## config.mk

```make
export PLATFORM = sky130hd
export DESIGN_NAME = video_timing_gen
export DESIGN_NICKNAME = d
export VERILOG_FILES = /design/src/rtl/video_timing_gen.sv
export SDC_FILE = /design/constraint.sdc
export NUM_CORES = 1
export LEC_CHECK = 0
export BUFFER_PORTS_ARGS = -buffer_cell sky130_fd_sc_hd__buf_2
export CORE_MARGIN = 8
export CORE_UTILIZATION = 40
export CTS_CLUSTER_DIAMETER = 80
export DETAILED_ROUTE_END_ITERATION = 16
export PLACE_DENSITY = 0.67
export SYNTH_ARGS = -nofsm -noshare
export SYNTH_HDL_FRONTEND = slang
export SYNTH_SLANG_ARGS = --single-unit
```

## constraint.sdc

```tcl
create_clock -name clk -period 1.75 [get_ports clk]
set_clock_uncertainty 0.1 [all_clocks]
set_input_delay 0.175 -clock clk [delete_from_list [all_inputs] [get_ports clk]]
set_output_delay 0.175 -clock clk [all_outputs]
set_load 0.03 [all_outputs]
```

## src/rtl/video_timing_gen.sv

```systemverilog
// Raster timing generator: req_x/req_y registered counters with a combinational req_valid, and sync/de/pulse outputs
// aligned PIX_LAT cycles later. No backpressure; en=0 clears counters and the delay line. Optional VTG_FRAME_CNT_EN adds frame_count.
module video_timing_gen #(
  parameter int CNT_W     = 10,
  parameter int H_ACTIVE  = 640,
  parameter int H_FP      = 16,
  parameter int H_SYNC    = 96,
  parameter int H_BP      = 48,
  parameter int V_ACTIVE  = 480,
  parameter int V_FP      = 10,
  parameter int V_SYNC    = 2,
  parameter int V_BP      = 33,
  parameter bit HSYNC_POL = 1'b1,
  parameter bit VSYNC_POL = 1'b1,
  parameter int PIX_LAT   = 1
) (
  input  logic             clk,
  input  logic             rst_n,
  input  logic             en,
  output logic [CNT_W-1:0] req_x,
  output logic [CNT_W-1:0] req_y,
  output logic             req_valid,
  output logic             de,
  output logic             hsync,
  output logic             vsync,
  output logic             line_start,
  output logic             frame_start
`ifdef VTG_FRAME_CNT_EN
  ,
  output logic [15:0]      frame_count
`endif
);

  localparam int H_TOTAL  = H_ACTIVE + H_FP + H_SYNC + H_BP;
  localparam int V_TOTAL  = V_ACTIVE + V_FP + V_SYNC + V_BP;
  localparam int HS_START = H_ACTIVE + H_FP;
  localparam int HS_END   = HS_START + H_SYNC;
  localparam int VS_START = V_ACTIVE + V_FP;
  localparam int VS_END   = VS_START + V_SYNC;

  if (H_TOTAL > (1 << CNT_W)) begin : g_bad_h
    $error("video_timing_gen: H_TOTAL does not fit in CNT_W bits");
  end
  if (V_TOTAL > (1 << CNT_W)) begin : g_bad_v
    $error("video_timing_gen: V_TOTAL does not fit in CNT_W bits");
  end
  if (PIX_LAT < 0 || PIX_LAT > 7) begin : g_bad_lat
    $error("video_timing_gen: PIX_LAT must be 0..7");
  end

  typedef logic [CNT_W-1:0] cnt_t;
  typedef logic [CNT_W:0]   ext_t;

  typedef struct packed {
    logic de;
    logic hs;
    logic vs;
    logic ls;
    logic fs;
  } tim_t;

  localparam cnt_t H_LAST = cnt_t'(H_TOTAL - 1);
  localparam cnt_t V_LAST = cnt_t'(V_TOTAL - 1);
  localparam tim_t IDLE   = '0;

  cnt_t x, y;
  ext_t xe, ye;
  tim_t raw, dly;

  always_ff @(posedge clk or negedge rst_n) begin
    if (!rst_n) begin
      x <= '0;
      y <= '0;
    end else if (!en) begin
      x <= '0;
      y <= '0;
    end else if (x == H_LAST) begin
      x <= '0;
      if (y == V_LAST) y <= '0;
      else             y <= y + cnt_t'(1);
    end else begin
      x <= x + cnt_t'(1);
    end
  end

  // One extra bit so sync-window bounds equal to 2^CNT_W still compare correctly.
  assign xe = {1'b0, x};
  assign ye = {1'b0, y};

  always_comb begin
    raw    = IDLE;
    raw.de = (xe < ext_t'(H_ACTIVE)) && (ye < ext_t'(V_ACTIVE));
    raw.hs = (xe >= ext_t'(HS_START)) && (xe < ext_t'(HS_END));
    raw.vs = (ye >= ext_t'(VS_START)) && (ye < ext_t'(VS_END));
    raw.ls = (x == '0);
    raw.fs = (x == '0) && (y == '0);
  end

  assign req_x     = x;
  assign req_y     = y;
  assign req_valid = raw.de;

  if (PIX_LAT == 0) begin : g_nolat
    assign dly = en ? raw : IDLE;
  end else begin : g_lat
    tim_t pipe [PIX_LAT];

    always_ff @(posedge clk or negedge rst_n) begin
      if (!rst_n) begin
        for (int i = 0; i < PIX_LAT; i++) pipe[i] <= IDLE;
      end else if (!en) begin
        for (int i = 0; i < PIX_LAT; i++) pipe[i] <= IDLE;
      end else begin
        pipe[0] <= raw;
        for (int i = 1; i < PIX_LAT; i++) pipe[i] <= pipe[i-1];
      end
    end

    assign dly = pipe[PIX_LAT-1];
  end

  // Polarity applied after the delay so idle stages produce the inactive level.
  assign de          = dly.de;
  assign hsync       = dly.hs ~^ HSYNC_POL;
  assign vsync       = dly.vs ~^ VSYNC_POL;
  assign line_start  = dly.ls;
  assign frame_start = dly.fs;

`ifdef VTG_FRAME_CNT_EN
  always_ff @(posedge clk or negedge rst_n) begin
    if (!rst_n)           frame_count <= '0;
    else if (!en)         frame_count <= '0;
    else if (frame_start) frame_count <= frame_count + 16'd1;
  end
`endif

endmodule

```

==> summary.md, run 1 <==
| Metric | Value |
|---|---|
| ANT cells | 0 |
| Critical path fanouts, max | 5 |
| HP Class | in2reg |
| Synth Warn # | 0 |
| CP Buf/Inv Count | 2 |
| RePlAce Congestion | just over 0.8 |
| DIE WIDTH | around 76 um |
| CTS max path bufs | 2 |
| Worst reg-to-reg setup slack | roughly 18 ps |
| Router iterations before antenna repair | 4 |
| Row cnt | 22 |
| Worst rel slew slack | between 60% and 70% |
| Clock sinks | 25 |
| Final period utilization | 99.0% |
| Layout Nets | 211 |
| Die area | 5780 um^2 |
| WP data required | roughly 1500 ps |
| Die height | roughly 76 um |
| Synth-to-Final Area Change | 35.3% |
| Commonest cells after routing, fill and taps aside | buf_4 (32), buf_2 (27), dfrtp_1 (18), nor2_1 (17), nand3_1 (11) |
| Final WL | roughly 3.8 mm |
| Setup CP Type | reg2out |
| Outcome | completed |
| CP endpoint kind | primary output |
| Max IR drop VDD | 0.192 mV |
| Clock Latency Late Sink | roughly 320 ps |
| Depth of the CTS H-tree | 1 |
| Main synth FF type | dfrtp_1 |
| CTS tree | built |
| Largest net degree at the start of global routing | 26 |
| Fin crit period | 1730 ps |
| Arr. time, crit path | about 1500 ps |
| Max-cap check violation count | 0 |
| Seq/Total Area, Yosys | between 40 and 50% |
| Detailed Place HPWL | ~2.7 mm |
| WP depth | 4 |
| DRT iter0 DRCs | around 130 |
| Core Box Area | ~3600 um^2 |
| I/O pin count | 29 |
| Commonest non-fill, non-tap cell in the layout | buf_4 |
| RSZ-0062 raised after global routing | yes |
| Startpoint types | register |
| Starting Density | about two fifths |
| Final ANT Viol Nets | 0 |
| Clock share of power | 26.4% |
| Static leakage | between 0.9 and 1 nW |
| Seq pwr share | slightly above 60% |
| Initial antenna violation count | 0 |
| CTS Root Cell | clkbuf_4 |
| Int Power | 728 uW |
| Yosys reg bits | 25 |
| Syn_nets | around 150 |
| Gate Count Post-Synth | roughly 140 |
| Crit-path cells | buf_4, and4_4, nor3_2, buf_4 |
| Pwr dens | slightly above 500 nW/um^2 |
| Design Area, Final | around 2000 um^2 |
| Library cells used by synthesis | 36 |
| Num CTS Buffers | 3 |
| Worst-margin pin slew | approximately 560 ps |
| Reg2reg path depth | 5 |
| Final hold violation count | 0 |
| Comb pwr share | 13.3% |
| Cell mode on critical path | buf_4 |
| Critical path's slowest cell | dfrtp_1 |
| Placed Area | between 1500 and 2000 um^2 |
| Critical Path Start | req_y[7]$_DFFE_PN0P_ |
| DRC viols | 0 |
| Wire per inst | ~15 um |
| First-pass GRT wire length | ~6.6 mm |
| # setup viols final | 0 |
| Via count | roughly 1300 |
| Grt ovf | 0 |
| CP Capture Point | req_valid |
| R2R Path End | req_y[2]$_DFFE_PN0P_ |
| Switching Fraction | a little over a quarter |
| GRT Resource Usage Total | about 13% |
| Mapped Area | 1440 um^2 |
| Ys async rst share | 100% |
| Crit-path max cell delay | ~440 ps |
| Syn Area/Cell | 10.0 um^2 |
| Post-synth EDFFs | 0 |
| Count of input and output buffers | 28 |
| Delay-heaviest family, CP | flip-flops |
| Layout cell share with drive strength beyond 1 | between 40% and 50% |
| Setup TNS | 0 ps |
| Reg2reg start | req_y[6]$_DFFE_PN0P_ |
| Fmax | 577 MHz |
| Vias in the first global route | around 1400 |
| Max Slew Vio Count | 0 |
| Clock transition at path regs | approximately 150 ps |
| NetSw | roughly 270 uW |
| Avg Vias per Cell | ~5.2 |
==> per-layer routing <==
metal,vias to the layer above,global-route usage (%),wire (um)
met2,36,22.2,1860
li1,637,-,-
met5,-,0,0
met4,0,4.90,39
met1,630,16.2,1660
met3,4,3.66,208
==> synth_stat cells, drive strengths merged, types with 4 or more instances <==
| cell type | count | area share (%) |
|---|---|---|
| buf | 7 | 4.8 |
| dfrtp | 25 | 43 |
| nand3 | 12 | 4.2 |
| a31oi | 4 | 1.7 |
| and3 | 4 | 1.7 |
| nor3 | 9 | 3.1 |
| nand2 | 9 | 2.3 |
| and4 | 4 | 2.5 |
| xnor2 | 5 | 3.0 |
| ha | 4 | 3.5 |
| inv | 8 | 2.1 |
| nand4 | 5 | 3.2 |
| nor2 | 17 | 4.4 |
==> worst min-delay path by stage <==
stage                      from                  to  slack (ps)  depth (start not counted)
after floorplan           rst_n        de$_DFF_PN0_        -220                          0
after global placement    rst_n  req_x[4]$_DFF_PN0_         100                          1
after detailed placement  rst_n  req_x[4]$_DFF_PN0_         100                          1
after CTS                    en  req_x[1]$_DFF_PN0_          60                          2
after global routing         en  req_x[1]$_DFF_PN0_          50                          2
final                        en  req_x[1]$_DFF_PN0_          70                          2
==> registers in the layout, summed over array words and instances, names as in the netlist <==
name,count
de,1
frame_start,1
hsync,1
line_start,1
req_x,10
req_y,10
vsync,1
==> stage by stage <==
| step | hold slack [ps] | total power, mW | cells | setup slack, ps | util (%) |
|---|---|---|---|---|---|
| 3_5_place_dp | 103 | 0.736 | 240 | -128 | 50.7 |
| 4_1_cts | 63.7 | 1.01 | 249 | -4.31 | 53.7 |
| 5_1_grt | 48.0 | 1.05 | 251 | -66.6 | 54.9 |
| 3_3_place_gp | 99.5 | 0.732 | 240 | -45.3 | 50.7 |
| 2_1_floorplan | -221 | 0.680 | 144 | -126 | - |
| 6_report | 68.1 | 0.995 | 251 | 17.7 | 54.9 |
==> power groups by stage <==
stage / Combinational [mW] / Clock, mW / Sequential, mW
floorplan: 0.0464 / 0 / 0.634
global placement: 0.121 / 0 / 0.611
detailed placement: 0.124 / 0 / 0.612
CTS: 0.130 / 0.275 / 0.601
global route: 0.144 / 0.305 / 0.604
finish: 0.132 / 0.263 / 0.601
==> layout make-up <==
cell class                      count  area [um^2]
Clock buffer                        3         22.5
Clock inverter                      1         5.00
Fill cell                         321         1600
Inverter                            8         30.0
Multi-Input combinational cell    105          802
Sequential cell                    25          634
Tap cell                           48         60.1
Timing Repair Buffer               61          397
==> cells by family after synthesis <==
logic type               Yosys count  synth area share [%]
AO/OA/AOI/OAI                     16                  9.81
multiplexers                       3                  2.08
adder cells (fa/ha/maj)            4                  3.47
buffers and inverters             15                  6.86
AND/OR/NAND/NOR                   73                  29.5
flip-flops                        25                  43.4
XOR/XNOR                           8                  4.86
==> timing repair <==
item                                    CTS  global route
pin swaps                                 3             3
endpoints found under the setup margin    9            12
cloned                                    1             0
resized for setup                         8             8
hold buffers                              1             0
setup buffers                             3             2
endpoints found under the hold margin    25             0
Note: power is estimated with default switching activity, not from simulation.
==> run 2, diff against run 1 <==
CORE_UTILIZATION = 45   (was 40)
PLACE_DENSITY = 0.73   (was 0.67)
==> run 2 against run 1 <==
Effect of this change: core utilization up 8.8 points; combinational power is essentially flat; non-clock buffer count fell by 2; hold slack gained 3.8 ps; sequential power hardly changed; clock power increased by 2%; clock-buffer cell count unchanged; via count increased by 2.9%; cell count down 2.4%; critical endpoint unchanged; largest power group unchanged.
==> summary.md, run 2 (synthesized netlist as in run 1, its figures left out) <==
| Metric | Value |
|---|---|
| Outcome | completed |
| Via count | 1345 (+2.9%) |
| Hold slack | 71.9 ps (+3.79 ps) |
| Die height | 72.6 um (-4.5%) |
| Commonest non-fill, non-tap cell in the layout | buf_2 |
| Clock transition at path regs | 140 ps (about the same) |
| Max Slew Vio Count | 0 (unchanged) |
| Hold path startpoint | en |
| Max IR drop VDD | 0.369 mV (+92%) |
| CP endpoint kind | primary output |
| Critical path fanouts, max | 9 (+4) |
| Critical Path Start | req_x[7]$_DFF_PN0_ |
| Arr. time, crit path | 1470 ps (about the same) |
| Grt ovf | 0 (unchanged) |
| Worst rel slew slack | 62.9% (about the same) |
| Starting Density | 47.2% (+6.6 points) |
| # setup viols final | 0 (unchanged) |
| Depth of the CTS H-tree | 1 (unchanged) |
| Reg2reg start | req_x[0]$_DFF_PN0_ |
| Dpl ws | -25.7 ps (+102 ps) |
| I/O pin count | 29 (unchanged) |
| Final ANT Viol Nets | 0 (unchanged) |
| Clock Latency Late Sink | 320 ps (about the same) |
| Count of input and output buffers | 28 (unchanged) |
| Fmax | 574 MHz (-0.53%) |
| WP data required | 1470 ps (about the same) |
| GRT Resource Usage Total | 13.6% (+0.21 points) |
| Fin crit period | 1740 ps (+9.26 ps) |
| CTS Root Cell | clkbuf_4 |
| Avg Vias per Cell | 5.49 (+5.4%) |
| RSZ-0062 raised after global routing | yes |
| Synth-to-Final Area Change | 35.0% |
| Layout Nets | 209 (-0.95%) |
| DIE WIDTH | 72.6 um (-4.5%) |
| Final hold violation count | 0 (unchanged) |
| Setup CP Type | reg2out |
| Initial antenna violation count | 0 (unchanged) |
| Final period utilization | 99.5% (+0.53 points) |
| Non-Filler Instances | 245 (-2.4%) |
| Pwr dens | 513 nW/um^2 (+0.52%) |
| Worst-margin pin slew | 556 ps (-0.0620 ps) |
| Static leakage | 0.974 nW (-0.59%) |
| Die area | 5270 um^2 (-8.8%) |
| ANT cells | 0 (unchanged) |
| Clock sinks | 25 (unchanged) |
| Vias in the first global route | 1265 (-7.9%) |
| Num CTS Buffers | 3 (unchanged) |
| RePlAce Congestion | 0.891 (+9.6%) |
| Max-cap check violation count | 0 (unchanged) |
| DRC viols | 0 (unchanged) |
| Wire per inst | 15.3 um (+2.3%) |
| First-pass GRT wire length | 5.82 mm (-11%) |
| CTS tree | built |
| Final WL | 3.76 mm (-0.13%) |
| Layout cell share with drive strength beyond 1 | 41.3% (-1.6 points) |
| Row cnt | 20 (-9.1%) |
| Total placed cells including tap cells | 236 (-1.7%) |
| HP Class | in2reg |
| Router iterations before antenna repair | 4 (unchanged) |
| Commonest cells after routing, fill and taps aside | buf_2 (27), buf_4 (24), dfrtp_1 (18), nor2_1 (17), nand3_1 (12) |
| Detailed Place HPWL | 2.72 mm (-0.28%) |
| DRT iter0 DRCs | 137 (+3.8%) |
| Largest net degree at the start of global routing | 26 (unchanged) |
| Post-Route Utilization | 63.7% (+8.8 points) |
| Slack of the critical path | 8.41 ps (-9.26 ps) |
| Core Box Area | 3050 um^2 (-14%) |
| Setup TNS | 0 ps (unchanged) |
| Startpoint types | register |
| CTS max path bufs | 2 (unchanged) |
run 2: changes by cell type in the layout (fill, tap and decap cells not counted), sizes merged:
cell	delta
buf	-2
run 2: final cells by class:
cell class	count	area [um^2]
Tap cell	44	55.1
Clock inverter	1	5.00
Timing Repair Buffer	59	404
Multi-Input combinational cell	105	795
Clock buffer	3	22.5
Inverter	8	30.0
Fill cell	259	1110
Sequential cell	25	634
run 2: path summary, 6_finish.rpt:
check | endpoint | slack [ps] | cells after the start
worst max register to register | req_y[9]$_DFFE_PN0P_ | 20 | 6
worst min-delay path | req_x[1]$_DFF_PN0_ | 70 | 2
worst max-delay path | req_valid | 8 | 4
min in group asynchronous | req_x[6]$_DFF_PN0_ | 260 | 2
max in group asynchronous | req_x[0]$_DFF_PN0_ | 900 | 2
worst min register to register | req_x[0]$_DFF_PN0_ | 410 | 1
run 2: worst max-delay path: stages (launching register included):
cell	delay [ps]
dfrtp_1	440
buf_6	160
o21a_1	220
nor3_2	150
buf_4	180
run 2: per-stage QoR:
stage,cell area (um^2),total power [mW]
global placement,1800,0.730
detailed placement,1800,0.732
CTS,1860,0.996
finish,1950,0.998
floorplan,1470,0.680
global route,1950,1.04
run 2: power by group:
| part | internal (mW) | leakage, nW | switching, mW | total [mW] |
|---|---|---|---|---|
| logic | 0.0508 | 0.625 | 0.0817 | 0.132 |
| registers | 0.590 | 0.331 | 0.00898 | 0.599 |
| clock network | 0.0856 | 0.0177 | 0.181 | 0.267 |
run 2: timing repair:
action	CTS	global route
cloned	0	1
endpoints found under the setup margin	5	9
pin swaps	0	3
resized for setup	6	14
buffers inserted	1	2
hold endpoints to repair	25	0
hold buffers	1	0
run 2: routing by layer:
metal	routed length [um]	track usage [%]	share of wire, %
met1	1650	16.9	44
met2	1800	23.0	48
met3	279	2.75	7.4
met4	32	4.22	0.85
met5	0	0	0
